## src/rtl/master_out_port.sv

```systemverilog
// -----------------------------------------------------------------------------
// master_out_port
// Master-side serializer for the serial system bus. Takes one parallel request
// (read/write, address, first data beat, burst length) from master logic,
// handshakes with the slave port (master_valid / slave_ready) and shifts the
// address, data and burst frame out LSB-first on three 1-bit lines. For write
// bursts every further data beat is fetched through wdata_valid/wdata_ready
// and serialized in turn; read bursts hold read_en for one 12-cycle slot per
// extra beat.
//
// Build option: define MASTER_TIMEOUT_EN to abandon a request that the slave
// has not accepted within TIMEOUT cycles (tx_error pulses). Without it the
// block waits for slave_ready forever and tx_error is tied low.
//
// Ports:
//   clk, reset          clock, synchronous active-low reset
//   req_valid/req_ready request handshake (req_ready high only when idle)
//   req_write           1 = write, 0 = read
//   req_address         start address
//   req_data            first write data beat
//   req_burst_len       extra beats after the first (0 = single transfer)
//   wdata_valid/wdata   next burst write beat from master logic
//   wdata_ready         beat accepted this cycle
//   slave_ready         acceptance from slave port
//   master_valid        request on bus
//   read_en/write_en    transaction type, held for the whole transaction
//   tx_address/tx_data/tx_burst  serial lines
//   tx_done             one-cycle pulse in the last cycle of a transaction
//   tx_error            one-cycle timeout pulse (option only)
// -----------------------------------------------------------------------------
module master_out_port #(
  parameter int ADDR_WIDTH  = 12,
  parameter int DATA_WIDTH  = 8,
  parameter int BURST_WIDTH = 12,
  parameter int TIMEOUT     = 255
) (
  input  logic                   clk,
  input  logic                   reset,
  input  logic                   req_valid,
  output logic                   req_ready,
  input  logic                   req_write,
  input  logic [ADDR_WIDTH-1:0]  req_address,
  input  logic [DATA_WIDTH-1:0]  req_data,
  input  logic [BURST_WIDTH-1:0] req_burst_len,
  input  logic                   wdata_valid,
  input  logic [DATA_WIDTH-1:0]  wdata,
  output logic                   wdata_ready,
  input  logic                   slave_ready,
  output logic                   master_valid,
  output logic                   read_en,
  output logic                   write_en,
  output logic                   tx_address,
  output logic                   tx_data,
  output logic                   tx_burst,
  output logic                   tx_done,
  output logic                   tx_error
);

  localparam int CNT_W = $clog2((ADDR_WIDTH > DATA_WIDTH) ? ADDR_WIDTH : DATA_WIDTH);
  localparam logic [CNT_W-1:0] ADDR_LAST = CNT_W'(ADDR_WIDTH - 1);
  localparam logic [CNT_W-1:0] DATA_LAST = CNT_W'(DATA_WIDTH - 1);

  if (TIMEOUT < 1) begin : g_bad_timeout
    $error("master_out_port: TIMEOUT must be at least 1");
  end

  typedef enum logic [2:0] {IDLE, WAIT_HS, SEND, GAP, BEAT, RBURST} state_t;

  state_t                 state_reg, state_next;
  logic                   write_reg;
  logic [BURST_WIDTH-1:0] len_reg;
  logic [ADDR_WIDTH-1:0]  addr_sr;
  logic [DATA_WIDTH-1:0]  data_sr;
  logic [BURST_WIDTH:0]   burst_sr;       // {len, flag}; shifts once per cycle after the handshake
  logic [CNT_W-1:0]       bit_cnt_reg;
  logic [BURST_WIDTH:0]   beat_cnt_reg;   // one bit wider than len so len = max never wraps
  logic [BURST_WIDTH:0]   beat_inc;
  logic                   len_zero;

  assign len_zero = (len_reg == '0);
  assign beat_inc = beat_cnt_reg + {{BURST_WIDTH{1'b0}}, 1'b1};

`ifdef MASTER_TIMEOUT_EN
  localparam int WAIT_W = $clog2(TIMEOUT + 1);
  localparam logic [WAIT_W-1:0] WAIT_LAST = WAIT_W'(TIMEOUT - 1);
  logic [WAIT_W-1:0] wait_cnt_reg;
  logic              timeout_hit;
  logic              tx_error_reg;
`endif

  // Next state and handshake outputs
  always_comb begin
    state_next   = state_reg;
    req_ready    = 1'b0;
    master_valid = 1'b0;
    wdata_ready  = 1'b0;
    tx_done      = 1'b0;
`ifdef MASTER_TIMEOUT_EN
    timeout_hit  = 1'b0;
`endif
    case (state_reg)
      IDLE: begin
        req_ready = 1'b1;
        if (req_valid) state_next = WAIT_HS;
      end
      WAIT_HS: begin
        master_valid = 1'b1;
        if (slave_ready) begin
          state_next = SEND;
        end
`ifdef MASTER_TIMEOUT_EN
        else if (wait_cnt_reg == WAIT_LAST) begin
          state_next  = IDLE;
          timeout_hit = 1'b1;
        end
`endif
      end
      SEND: begin
        if (bit_cnt_reg == ADDR_LAST) begin
          if (len_zero) begin
            tx_done    = 1'b1;
            state_next = IDLE;
          end else begin
            state_next = write_reg ? GAP : RBURST;
          end
        end
      end
      GAP: begin
        wdata_ready = wdata_valid;
        if (wdata_valid) state_next = BEAT;
      end
      BEAT: begin
        if (bit_cnt_reg == DATA_LAST) begin
          if (beat_inc > {1'b0, len_reg}) begin
            tx_done    = 1'b1;
            state_next = IDLE;
          end else begin
            state_next = GAP;
          end
        end
      end
      RBURST: begin
        if (bit_cnt_reg == ADDR_LAST && beat_cnt_reg >= {1'b0, len_reg}) begin
          tx_done    = 1'b1;
          state_next = IDLE;
        end
      end
      default: state_next = IDLE;
    endcase
  end

  // State, shift registers and counters
  always_ff @(posedge clk) begin
    if (!reset) begin
      state_reg    <= IDLE;
      write_reg    <= 1'b0;
      len_reg      <= '0;
      addr_sr      <= '0;
      data_sr      <= '0;
      burst_sr     <= '0;
      bit_cnt_reg  <= '0;
      beat_cnt_reg <= '0;
    end else begin
      state_reg <= state_next;
      case (state_reg)
        IDLE: begin
          bit_cnt_reg  <= '0;
          beat_cnt_reg <= '0;
          if (req_valid) begin
            write_reg <= req_write;
            len_reg   <= req_burst_len;
            addr_sr   <= req_address;
            // reads keep tx_data low simply by serializing zeros
            data_sr   <= req_write ? req_data : '0;
            burst_sr  <= (req_burst_len == '0) ? '0 : {req_burst_len, 1'b1};
          end
        end
        WAIT_HS: begin
          if (slave_ready) begin
            addr_sr     <= addr_sr >> 1;
            data_sr     <= data_sr >> 1;
            burst_sr    <= burst_sr >> 1;
            bit_cnt_reg <= CNT_W'(1);
          end
        end
        SEND: begin
          addr_sr  <= addr_sr >> 1;
          data_sr  <= data_sr >> 1;
          burst_sr <= burst_sr >> 1;
          if (bit_cnt_reg == ADDR_LAST) begin
            bit_cnt_reg  <= '0;
            beat_cnt_reg <= {{BURST_WIDTH{1'b0}}, 1'b1};
          end else begin
            bit_cnt_reg <= bit_cnt_reg + 1'b1;
          end
        end
        GAP: begin
          // the 13-bit frame outlasts the 12-cycle SEND, so keep shifting here
          burst_sr <= burst_sr >> 1;
          if (wdata_valid) data_sr <= wdata;
        end
        BEAT: begin
          burst_sr <= burst_sr >> 1;
          data_sr  <= data_sr >> 1;
          if (bit_cnt_reg == DATA_LAST) begin
            bit_cnt_reg  <= '0;
            beat_cnt_reg <= beat_inc;
          end else begin
            bit_cnt_reg <= bit_cnt_reg + 1'b1;
          end
        end
        RBURST: begin
          burst_sr <= burst_sr >> 1;
          if (bit_cnt_reg == ADDR_LAST) begin
            bit_cnt_reg  <= '0;
            beat_cnt_reg <= beat_inc;
          end else begin
            bit_cnt_reg <= bit_cnt_reg + 1'b1;
          end
        end
        default: ;
      endcase
    end
  end

`ifdef MASTER_TIMEOUT_EN
  // Counts cycles spent in WAIT_HS; tx_error is registered so it appears in
  // the first idle cycle, together with master_valid/read_en/write_en dropping.
  always_ff @(posedge clk) begin
    if (!reset) begin
      wait_cnt_reg <= '0;
      tx_error_reg <= 1'b0;
    end else begin
      tx_error_reg <= timeout_hit;
      if (state_reg == WAIT_HS && !slave_ready) wait_cnt_reg <= wait_cnt_reg + 1'b1;
      else                                      wait_cnt_reg <= '0;
    end
  end
  assign tx_error = tx_error_reg;
`else
  assign tx_error = 1'b0;
`endif

  assign read_en    = (state_reg != IDLE) && !write_reg;
  assign write_en   = (state_reg != IDLE) &&  write_reg;
  assign tx_address = ((state_reg == WAIT_HS) || (state_reg == SEND)) && addr_sr[0];
  assign tx_data    = ((state_reg == WAIT_HS) || (state_reg == SEND) || (state_reg == BEAT)) && data_sr[0];
  assign tx_burst   = (state_reg != IDLE) && burst_sr[0];

endmodule

```

## config.mk

```make
export PLATFORM = sky130hd
export DESIGN_NAME = master_out_port
export DESIGN_NICKNAME = d
export VERILOG_FILES = /design/src/rtl/master_out_port.sv
export SDC_FILE = /design/constraint.sdc
export NUM_CORES = 1
export LEC_CHECK = 0
export BUFFER_PORTS_ARGS = -buffer_cell sky130_fd_sc_hd__buf_4
export CAP_MARGIN = 40
export CELL_PAD_IN_SITES_DETAIL_PLACEMENT = 2
export CELL_PAD_IN_SITES_GLOBAL_PLACEMENT = 2
export CORE_MARGIN = 2
export CORE_UTILIZATION = 32
export CTS_BUF_LIST = sky130_fd_sc_hd__clkbuf_8
export DETAILED_ROUTE_END_ITERATION = 10
export PLACE_DENSITY_LB_ADDON = 0.1
export SETUP_SLACK_MARGIN = 0.4
export SYNTH_ARGS = -nofsm -noshare
export SYNTH_HDL_FRONTEND = slang
export SYNTH_SLANG_ARGS = --single-unit
export TNS_END_PERCENT = 1
```

## constraint.sdc

```tcl
create_clock -name clk -period 2.8 [get_ports clk]
set_input_delay 0.28 -clock clk [delete_from_list [all_inputs] [get_ports clk]]
set_output_delay 0.28 -clock clk [all_outputs]
set_load 0.01 [all_outputs]
```

**After elaboration in Yosys (flattened, before gate mapping)**

Cells that the tools add are included.
Widths: inputs -> output; s select.

- Output and inout port bits: 10
- Register bits after elaboration: 66
- Input port bits: 46
- Word-level logic and storage cells: 93

- Reductions and logical operators: 28
- Mux-type cells: 39
- Equality and inequality tests: 14
- $lt $le $gt $ge: 2
- Add/subtract/negate cells: 2

Operators by type and width:

| operator | count |
|---|---|
| $mux 13 | 6 |
| $pmux 13 s4 | 1 |
| $pmux 13 s3 | 1 |
| $pmux 12 s3 | 1 |
| $mux 8 | 4 |
| $pmux 8 s4 | 1 |
| $logic_not 12->1 | 2 |
| $mux 12 | 2 |
| $mux 3 | 8 |
| $pmux 3 s6 | 1 |
| $pmux 4 s4 | 1 |
| $ne 2x2->1 const B | 7 |
| $add 13x1->13 const B | 1 |
| $ge 13x12->1 | 1 |
| $gt 13x12->1 | 1 |
| $mux 4 | 3 |
| $reduce_bool 4->1 | 3 |
| $reduce_bool 3->1 | 3 |
| $mux 1 | 8 |
| $reduce_and 4->1 | 2 |
| $eq 3x2->1 const B | 2 |
| $eq 3x3->1 const B | 2 |
| $logic_and 1x1->1 | 6 |
| $reduce_and 3->1 | 2 |
| 13 further kinds | 16 |

**Depth between registers and ports, before layout**

Gate-level depths: netlist of run 1.

- Depth in word-level cells: 5
- Mapped depth: 11
- Mapped depth without buffers: 11

**Least setup slack after synthesis of run 1**

OpenSTA, ideal clock, no wires.

- Path kind: register to register
- Start: register beat_cnt_reg[0]
- End: register state_reg[0]
- Library setup time: 0.074 ns
- Arrival time: 2.715 ns
- Cell stages (with the launch flop): 12
- Clock period less this slack: 2.789 ns
- Data required time: 2.726 ns
- Setup slack: 0.011 ns
- Path buffers: 0
- Cell sequence: dfxtp_1 ha_1 nand3_1 nor2_1 nand3_1 xnor2_1 ha_1 nand3_1 or3_4 or3_1 a221o_1 a31oi_1

- Word-level cells in the longest chain between the ends: 5
- Elaborated cells on any way between the ends: 9
- Those cells by class: add/sub (1); order compare (2); eq/ne (1); mux (3); reduce/logical (2)

RTL lines:

| item | line | source |
|---|---|---|
| from (decl) | 76 | `logic [BURST_WIDTH:0] beat_cnt_reg;` |
| from (signal assigned) | 192 | `beat_cnt_reg <= {{BURST_WIDTH{1'b0}}, 1'b1};` |
| from (signal assigned) | 207 | `beat_cnt_reg <= beat_inc;` |
| from (signal assigned) | 216 | `beat_cnt_reg <= beat_inc;` |
| $add 13x1->13 | 81 | `assign beat_inc = beat_cnt_reg + {{BURST_WIDTH{1'b0}}, 1'b1};` |
| $gt 13x12->1 | 134 | `if (beat_inc > {1'b0, len_reg}) begin` |
| $mux 2 | 134 |  |
| $mux 3 | 133 | `if (bit_cnt_reg == DATA_LAST) begin` |
| $pmux 3 s6 | 101 | `case (state_reg)` |
| to (signal assigned) | 164 | `state_reg <= state_next;` |
| to (decl) | 69 | `state_t state_reg, state_next;` |

Parallel ways exist; a longest one is shown, timed or not. The select of a mux whose other input is x is not followed.
A chain may end at the register's enable or synchronous reset.

**Worst setup path in the final report of run 1**

- Start: register beat_cnt_reg[1]
- End: output port tx_done

- Word-level cells in the longest chain between the ends: 5
- Elaborated cells on any way between the ends: 8
- Those cells by class: add/sub (1); order compare (2); mux (4); reduce/logical (1)

RTL lines:

| item | line | source |
|---|---|---|
| $add 13x1->13 | 81 |  |
| $gt 13x12->1 | 134 |  |
| $mux 1 | 134 |  |
| $mux 1 | 133 |  |
| $pmux 1 s3 (*) | 101 |  |
| to (decl) | 55 | `output logic tx_done,` |

Mark *: on every way between the ends. The rest lies on a longest branch, timed or not.

==> results of run 1 <==
==> layout by cell type (no fill, tap or decap), drive strengths merged, types with 3 or more instances in the layout <==
cell and count:
o211ai 6, and2 3, xor2 5, nor3 3
a31oi 11, a221oi 6, nor2b 6, bufinv 3
nor4 7, nand3 16, nand2b 4, o21a 4
and3 6, buf 85, o21ai 18, nand4 6
a22oi 11, or3 3, ha 26, a21o 3
inv 18, a21oi 25, a32oi 3, nand2 41
nor2 78, dfxtp 66, mux2i 29, clkbuf 11
a211oi 33, xnor2 7
==> cells in the mapped netlist (3+ instances only) <==
master | number | area (um^2)
nor2_1 | 77 | 289.0
dfxtp_1 | 66 | 1321
nand2_1 | 41 | 153.9
a211oi_1 | 32 | 240.2
mux2i_1 | 29 | 290.3
ha_1 | 26 | 325.3
a21oi_1 | 25 | 125.1
inv_1 | 17 | 63.81
clkbuf_1 | 15 | 56.30
nand3_1 | 15 | 75.07
o21ai_0 | 15 | 75.07
a22oi_1 | 11 | 82.58
a31oi_1 | 11 | 68.82
buf_2 | 10 | 50.05
nor4_1 | 7 | 43.79
xnor2_1 | 7 | 61.31
a221oi_1 | 6 | 52.55
and3_1 | 6 | 37.54
nand4_1 | 6 | 37.54
nor2b_1 | 6 | 37.54
o211ai_1 | 6 | 45.04
xor2_1 | 5 | 43.79
buf_4 | 4 | 30.03
nand2b_1 | 4 | 25.02
o21a_1 | 4 | 30.03
a21o_1 | 3 | 22.52
a32oi_1 | 3 | 26.28
and2_1 | 3 | 18.77
nor3_1 | 3 | 15.01
==> worst paths after layout <==
check | from | slack (ns) | end | cells after the start
max | beat_cnt_reg[1] | -0.08 | tx_done | 11
min | req_write | 0.17 | write_reg | 3
max reg2reg | beat_cnt_reg[1] | 0.08 | state_reg[0] | 11
min reg2reg | burst_sr[0] | 0.48 | burst_sr[0] | 2
==> logic make-up after synthesis <==
kind of cell | Yosys count | synth area share
AOI/OAI and AO/OA | 133 | 0.2280
xor gates and xnor gates | 12 | 0.02627
adders and majority gates | 26 | 0.08130
buffers and inverters | 49 | 0.05284
DFF | 66 | 0.3302
muxes | 29 | 0.07255
other | 1 | 0.0009372
and+or+nand+nor | 180 | 0.2079
==> area by class of cell <==
| class | count | area [um^2] | area share |
|---|---|---|---|
| repair buffers | 85 | 650.6 | 0.1271 |
| flip-flops and latches | 66 | 1346 | 0.2630 |
| multi-input cells | 381 | 2589 | 0.5056 |
| well taps | 168 | 210.2 | 0.04106 |
| inverters | 19 | 71.32 | 0.01393 |
| clock buffers | 11 | 151.4 | 0.02957 |
| clock inverters | 5 | 101.3 | 0.01979 |
==> critical path: cells and delay by family (launching register included) <==
kind,cells,cell delay (ns)
simple gates,6,0.95
fa+ha+maj,2,0.49
flops,1,0.38
xor+xnor,1,0.17
buf+inv,1,0.16
compound gates,1,0.10
==> report_power, final <==
part           internal [W]  switching [W]
Sequential          0.00123       0.000245
Clock              0.000637       0.000415
Combinational      0.000972        0.00137
Total               0.00284        0.00203
==> through the flow <==
| stage | cell area, um^2 | util |
|---|---|---|
| CTS | 5095 | 0.4207 |
| global route | 5120 | 0.4227 |
| global placement | 4652 | 0.3841 |
| finish | 5120 | 0.4227 |
| detailed placement | 4652 | 0.3841 |
| floorplan | 4048 | - |
==> layer usage <==
metal | global-route usage | routed length, um | vias to the layer above
li1 | - | - | 1937
met2 | 0.3645 | 6522 | 68
met3 | 0.04864 | 508 | 18
met1 | 0.2796 | 6347 | 1940
met4 | 0.06667 | 285 | 0
met5 | 0 | 0 | -
==> repair_timing <==
action,CTS,global route
setup buffers,14,2
resized for setup,18,2
hold buffers,0,0
endpoints found under the setup margin,4,14
pin swaps,18,6
==> run_results.csv, run 1 <==
group,metric,value,unit
drt,drt_wl_total,13.66,mm
setup_path,cp.required,2.52,ns
synthesis,syn-num-nets,568,
setup_path,arrival,2.60,ns
min_path,hold_path.class,"in2reg",
synthesis,yosys_warnings,0,
placed_design,place_ws,-0.04281,ns
sta,relSlewSlack,0.4081,
cells_and_area,num-nets-final,634,
clock_network,clockBufferDepth,2,
clock_network,clock_sinks,66,
clock_network,cts-root-buf,"clkbuf_8",
synthesis,async_flop_share,0,
grt,overflow,0,
sta,fmax,347.3,MHz
sta,timing_hold_violations_final,0,
setup_path,worst_setup_path_end_kind,"primary output",
pwr,power.density,951.8,nW/um^2
floorplan,die_x,115.8,um
clock_network,clkTransAtPathRegs,0.08,ns
pwr,max-vdd-ir-drop,0.4652,mV
floorplan,die_h,115.8,um
pwr,leakage,2.137,nW
placed_design,placedCellCount,703,
clock_network,htreeDepth,3,
drt,vias,3963,
sta,min_period,2.879,ns
sta,setup_tns,-0.07918,ns
sta,fin_crit_sh,1.028,
cells_and_area,drive_gt1_frac,0.2328,
drt,drt_iter0_markers,164,
setup_path,cp_common_cell,"nand3_2",
drt,via_per_inst,5.392,
clock_network,clock_latency,0.37,ns
sta,worst_pin_slew,0.8877,ns
grt,grt_pass1_wl,22.67,mm
floorplan,rows,40,
setup_path,crit_path_top_delay_cell,"or3_4",
placed_design,dp_hpwl,10.05,mm
clock_network,cts_tree,"built",
synthesis,syn_area,4001,um^2
grt,grt_pass1_vias,4339,
job,cap_violations,0,
sta,setup_viol_count_final,1,
cells_and_area,syn2layout_area_growth,27.95,%
sta,rsz0062_at_grt,"true",
cells_and_area,stdcell_count,735,
synthesis,synth-seq-cells,66,
synthesis,yosys_most_used_dff,"dfxtp_1",
run_status,violations,"negative setup slack",
sta,final_max_slew_viol_count,0,
synthesis,synth-edff-count,0,
setup_path,critPathLaunchType,"flip-flop",
run_status,status,"complete, but fails checks",
synthesis,ys_seq_area_frac,0.3302,
floorplan,start_util,0.3304,
grt,antenna_found_initial,0,
grt,grt_start_max_net_pins,47,
sta,skew,0.01032,ns
drt,ant_nets,0,
setup_path,crit_type,"reg2out",
drt,first_pass_iters,4,
placed_design,io_buffers,54,
drt,wl_per_cell,18.59,um
placed_design,place_congestion,0.8113,
cells_and_area,num-fill-cells,1375,
sta,setup_slack,-0.07918,ns
sta,whs,0.1711,ns
floorplan,core,12110,um^2
floorplan,die-area,13410,um^2
setup_path,slowest_delay,0.42,ns
grt,gr-usage-all-layers,0.2173,
setup_path,crit_chain,"ha_4, nand3_4, nor2_4, nand3_2, xnor2_2, ha_1, nand3_2, or3_4, nand2_2, o211ai_1, buf_4",
drt,route.detailed.drc,0,
synthesis,ys_types,54,
synthesis,syn_area_per_cell,8.067,um^2
clock_network,cts_inserted_buffers,9,
cells_and_area,antenna_cells,0,
synthesis,postSynthCellCount,496,
setup_path,path_max_fanout,4,
pwr,total_power,0.004873,W
floorplan,ioPinCount,56,
Note: power is estimated with default switching activity, not from simulation.
==> run 2, diff against run 1 <==
REMOVE_ABC_BUFFERS = 1   (was default)
==> run 2 against run 1 <==
- the flow still finishes with violations (negative setup slack)
- die area unchanged
- register-to-register slack worse by 0.07 ns
- sequential share of layout area down 0.63 points
- utilization up 0.80 points
- clock skew down 0.0035 ns
- clock power down 20%
- hold slack better by 0.010 ns
- cell area up 1.9%
- sequential cell count unchanged
- critical path type unchanged
==> run_results.csv, run 2 (synthesis results as in run 1) <==
group,metric,value,unit
run_status,status,"complete, but fails checks",
run_status,violations,"negative setup slack",
sta,worst_pin_slew,0.8774,ns
sta,relSlewSlack,0.4150,
setup_path,cp.required,2.52,ns
cells_and_area,stdcell_count,747,
drt,first_pass_iters,4,
drt,drt_iter0_markers,128,
floorplan,die-area,13410,um^2
setup_path,ff2ff_setup_slack,0.01,ns
sta,final_max_slew_viol_count,0,
drt,wl_met2,7.157,mm
sta,setup_viol_count_final,1,
setup_path,crit_chain,"nand4_1, buf_6, nor2_4, nand3_2, xnor2_2, ha_1, nand3_2, or3_4, buf_6, nand2_2, o211ai_1, buf_4",
clock_network,htreeDepth,3,
drt,wl_per_cell,19.13,um
drt,met3_length,406,um
pwr,total_power,0.004736,W
setup_path,crit_type,"reg2out",
setup_path,arrival,2.74,ns
placed_design,io_buffers,54,
cells_and_area,syn2layout_area_growth,30.36,%
sta,min_period,3.022,ns
clock_network,cts-root-buf,"clkbuf_8",
drt,route.detailed.drc,0,
clock_network,clkTransAtPathRegs,0.08,ns
grt,grt_pass1_vias,4346,
sta,setup_slack,-0.2224,ns
clock_network,cts_tree,"built",
clock_network,postCtsHoldBufs,0,
placed_design,place_congestion,0.8152,
setup_path,critPathLaunchType,"flip-flop",
cells_and_area,mostFrequentLayoutCells,"buf_4 (93), nor2_1 (74), dfxtp_1 (58)",
placed_design,placedCellCount,716,
placed_design,dp_hpwl,10.13,mm
sta,timing_hold_violations_final,0,
sta,skew,0.006788,ns
drt,drt_wl_total,14.29,mm
clock_network,clockBufferDepth,2,
grt,grt_start_max_net_pins,52,
cells_and_area,drive_gt1_frac,0.2591,
sta,rsz0062_at_grt,"true",
grt,grt_pass1_wl,23.18,mm
setup_path,critPathTopFamily,"simple AND/OR/NAND/NOR gates",
setup_path,cp_num_buf_inv,3,
sta,fmax,330.9,MHz
clock_network,clock_latency,0.38,ns
pwr,max-vdd-ir-drop,0.4210,mV
grt,overflow,0,
drt,vias,4011,
floorplan,start_util,0.3304,
setup_path,worst_setup_path_end_kind,"primary output",
min_path,hold_path.class,"in2reg",
placed_design,place_ws,-0.1186,ns
setup_path,path_max_fanout,4,
grt,gr-usage-all-layers,0.2260,
pwr,leakage,2.189,nW
floorplan,ioPinCount,56,
floorplan,core,12110,um^2
drt,via_per_inst,5.369,
drt,wl_met1,6.510,mm
setup_path,crit_path_top_delay_cell,"or3_4",
clock_network,cts_inserted_buffers,9,
sta,setup_tns,-0.2224,ns
setup_path,slowest_delay,0.39,ns
pwr,power.density,908.0,nW/um^2
drt,ant_nets,0,
grt,antenna_found_initial,0,
clock_network,clock_sinks,66,
drt,top_layer_used,"met4",
sta,fin_crit_sh,1.079,
floorplan,die_x,115.8,um
sta,whs,0.1811,ns
floorplan,rows,40,
cells_and_area,num-nets-final,646,
job,cap_violations,0,
floorplan,die_h,115.8,um
cells_and_area,final_common_cell,"buf_4",
cells_and_area,antenna_cells,0,
run 2: routing by layer:
layer,GRT usage,up-vias
met1,0.2836,1980
met5,0,-
met2,0.3828,59
met3,0.05230,17
met4,0.07619,0
li1,-,1955
run 2: path summary, 6_finish.rpt:
path / startpoint / endpoint / cells after the start
max: beat_cnt_reg[6] / tx_done / 12
min: req_burst_len[7] / len_reg[7] / 3
max reg2reg: beat_cnt_reg[6] / state_reg[0] / 11
min reg2reg: len_reg[7] / len_reg[7] / 2
run 2: where the power goes:
part	leakage (nW)	switching [W]	internal, W
Sequential	0.547	0.000218	0.00123
Clock	0.0956	0.000435	0.000401
Combinational	1.55	0.00143	0.00102
Total	2.19	0.00209	0.00265
run 2: timing repair:
action / 4_1_cts / 5_1_grt
gates resized for setup: 38 / 7
setup buffers: 12 / 3
endpoints found under the setup margin: 7 / 6
cloned: 0 / 0
pin swaps: 22 / 16
run 2: cell type report:
cell class | instances | area [um^2]
Inverter | 19 | 71.32
Clock buffer | 12 | 165.2
Timing Repair Buffer | 97 | 752.0
Sequential cell | 66 | 1339
Multi-Input combinational cell | 381 | 2646
Tap cell | 168 | 210.2
Clock inverter | 4 | 32.53
Fill cell | 1393 | 6895
run 2: worst register-to-register path: stages, from the launching register on:
cell and delay, ns:
dfxtp_2 0.34, nand4_1 0.12, buf_6 0.15, nor2_4 0.20
nand3_2 0.15, xnor2_2 0.18, ha_1 0.31, nand3_2 0.10
or3_4 0.39, or3_1 0.31, a221o_1 0.33, a31oi_1 0.13
run 2: through the flow:
step / utilization / area (um^2)
floorplan: - / 3861
global placement: 0.3883 / 4703
detailed placement: 0.3883 / 4703
CTS: 0.4258 / 5157
global route: 0.4307 / 5216
finish: 0.4307 / 5216
==> run 3, diff against run 2 <==
CORE_MARGIN = 3   (was 2)
==> run 3 against run 2 <==
- the flow still finishes with violations (negative setup slack)
- sequential power about the same
- register-to-register slack about the same
- combinational power barely moved
- first-iteration DRC count grew 16%
- maximum frequency down 0.18%
- non-clock buffer count decreased by 1
- largest cell class unchanged
- largest power group unchanged
==> run_results.csv, run 3 (synthesis results as in run 1) <==
group,metric,value,unit
grt,use_met3,0.05094,
cells_and_area,final_common_cell,"buf_4",
setup_path,worst_setup_path_end_kind,"primary output",
setup_path,cp.required,2.52,ns
drt,route.detailed.drc,0,
grt,grt_start_max_net_pins,29,
setup_path,critPathLaunchType,"flip-flop",
cells_and_area,antenna_cells,0,
sta,min_period,3.028,ns
floorplan,rows,40,
min_path,hold_path.class,"in2reg",
clock_network,clkTransAtPathRegs,0.08,ns
pwr,leakage,2.165,nW
grt,use_met2,0.3511,
clock_network,clockBufferDepth,2,
job,cap_violations,0,
setup_path,path_max_fanout,4,
setup_path,slowest_delay,0.40,ns
sta,fin_crit_sh,1.081,
grt,grt_pass1_wl,22.87,mm
grt,antenna_found_initial,0,
cells_and_area,stdcell_count,746,
placed_design,placedCellCount,716,
pwr,power.density,920.4,nW/um^2
placed_design,place_congestion,0.8265,
clock_network,cts_tree,"built",
clock_network,cts-root-buf,"clkbuf_8",
placed_design,place_ws,-0.1121,ns
drt,vias,4019,
clock_network,cts_inserted_buffers,9,
grt,gr-usage-all-layers,0.2073,
floorplan,start_util,0.3304,
cells_and_area,syn2layout_area_growth,29.71,%
setup_path,arrival,2.75,ns
setup_path,crit_type,"reg2out",
sta,whs,0.1785,ns
grt,top_usage_layer,"met2",
cells_and_area,post-route-util,0.4285,
clock_network,htreeDepth,3,
drt,via_per_inst,5.387,
clock_network,clock_sinks,66,
floorplan,ioPinCount,56,
sta,skew,0.01144,ns
cells_and_area,drive_gt1_frac,0.2578,
clock_network,clock_latency,0.37,ns
sta,worst_pin_slew,0.8543,ns
cells_and_area,num-nets-final,645,
drt,wl_per_cell,19.24,um
run_status,status,"complete, but fails checks",
grt,overflow,0,
drt,first_pass_iters,4,
placed_design,io_buffers,54,
drt,drt_wl_total,14.35,mm
placed_design,dp_hpwl,10.24,mm
sta,setup_tns,-0.2279,ns
floorplan,die_x,117.8,um
cells_and_area,mostFrequentLayoutCells,"buf_4 (92), nor2_1 (73), dfxtp_1 (58)",
sta,setup_slack,-0.2279,ns
drt,drt_iter0_markers,149,
floorplan,core,12110,um^2
grt,grtUsageMet1,0.2600,
sta,final_max_slew_viol_count,0,
pwr,max-vdd-ir-drop,0.6027,mV
sta,fmax,330.3,MHz
setup_path,crit_chain,"nand4_1, buf_6, nor2_4, nand3_2, xnor2_2, ha_1, nand3_2, or3_4, buf_6, nand2_2, o211ai_1, buf_4",
sta,timing_hold_violations_final,0,
setup_path,crit_path_top_delay_cell,"or3_4",
grt,grt_pass1_vias,4312,
run_status,violations,"negative setup slack",
sta,relSlewSlack,0.4304,
floorplan,die_h,117.8,um
sta,setup_viol_count_final,1,
sta,rsz0062_at_grt,"true",
drt,ant_nets,0,
floorplan,die-area,13880,um^2
[run 3: routing by layer]
metal | wire, um | vias up | part of all wire
li1 | - | 1955 | -
met1 | 6310 | 1974 | 0.44
met2 | 7106 | 69 | 0.50
met3 | 563 | 21 | 0.039
met4 | 372 | 0 | 0.026
met5 | 0 | - | 0
[run 3: metrics by stage]
stage	cell area, um^2	power, W
6_report	5190	0.004777
5_1_grt	5190	0.005171
4_1_cts	5110	0.004745
3_5_place_dp	4691	0.003760
3_3_place_gp	4691	0.003640
2_1_floorplan	3861	0.002924
[run 3: final timing paths]
path                        start            to  slack, ns  depth (start not counted)
hold / removal          req_write     write_reg       0.18                          3
setup / recovery  beat_cnt_reg[6]       tx_done      -0.23                         12
setup reg to reg  beat_cnt_reg[6]  state_reg[0]          0                         11
hold reg to reg        len_reg[7]    len_reg[7]       0.48                          2
[run 3: worst max-delay path, delay by kind of cell (launching register included)]
family / cells / cell delay [ns]
and+or+nand+nor: 6 / 1.01
DFF: 1 / 0.33
AOI/OAI and AO/OA: 1 / 0.08
xor gates and xnor gates: 1 / 0.16
buffers and inverters: 3 / 0.45
adders and majority gates: 1 / 0.33
[run 3: what timing repair did]
action | 4_1_cts | 5_1_grt
hold buffers | 0 | 0
pin swaps | 22 | 13
resized for setup | 35 | 9
setup endpoints to repair | 6 | 13
setup buffers | 10 | 4
[run 3: report_power, final]
| group | internal [W] | switching [W] | leakage (nW) |
|---|---|---|---|
| clock network | 0.000419 | 0.000447 | 0.100 |
| registers | 0.00123 | 0.000222 | 0.546 |
| logic | 0.00102 | 0.00144 | 1.52 |
| total | 0.00267 | 0.00211 | 2.16 |
[run 3: cell type report]
class / instances / area, um^2
repair buffers: 96 / 735.7
clock buffers: 9 / 123.9
fillers: 1400 / 6922
inverters: 19 / 71.32
flip-flops and latches: 66 / 1336
clock inverters: 7 / 77.57
multi-input cells: 381 / 2635
well taps: 168 / 210.2
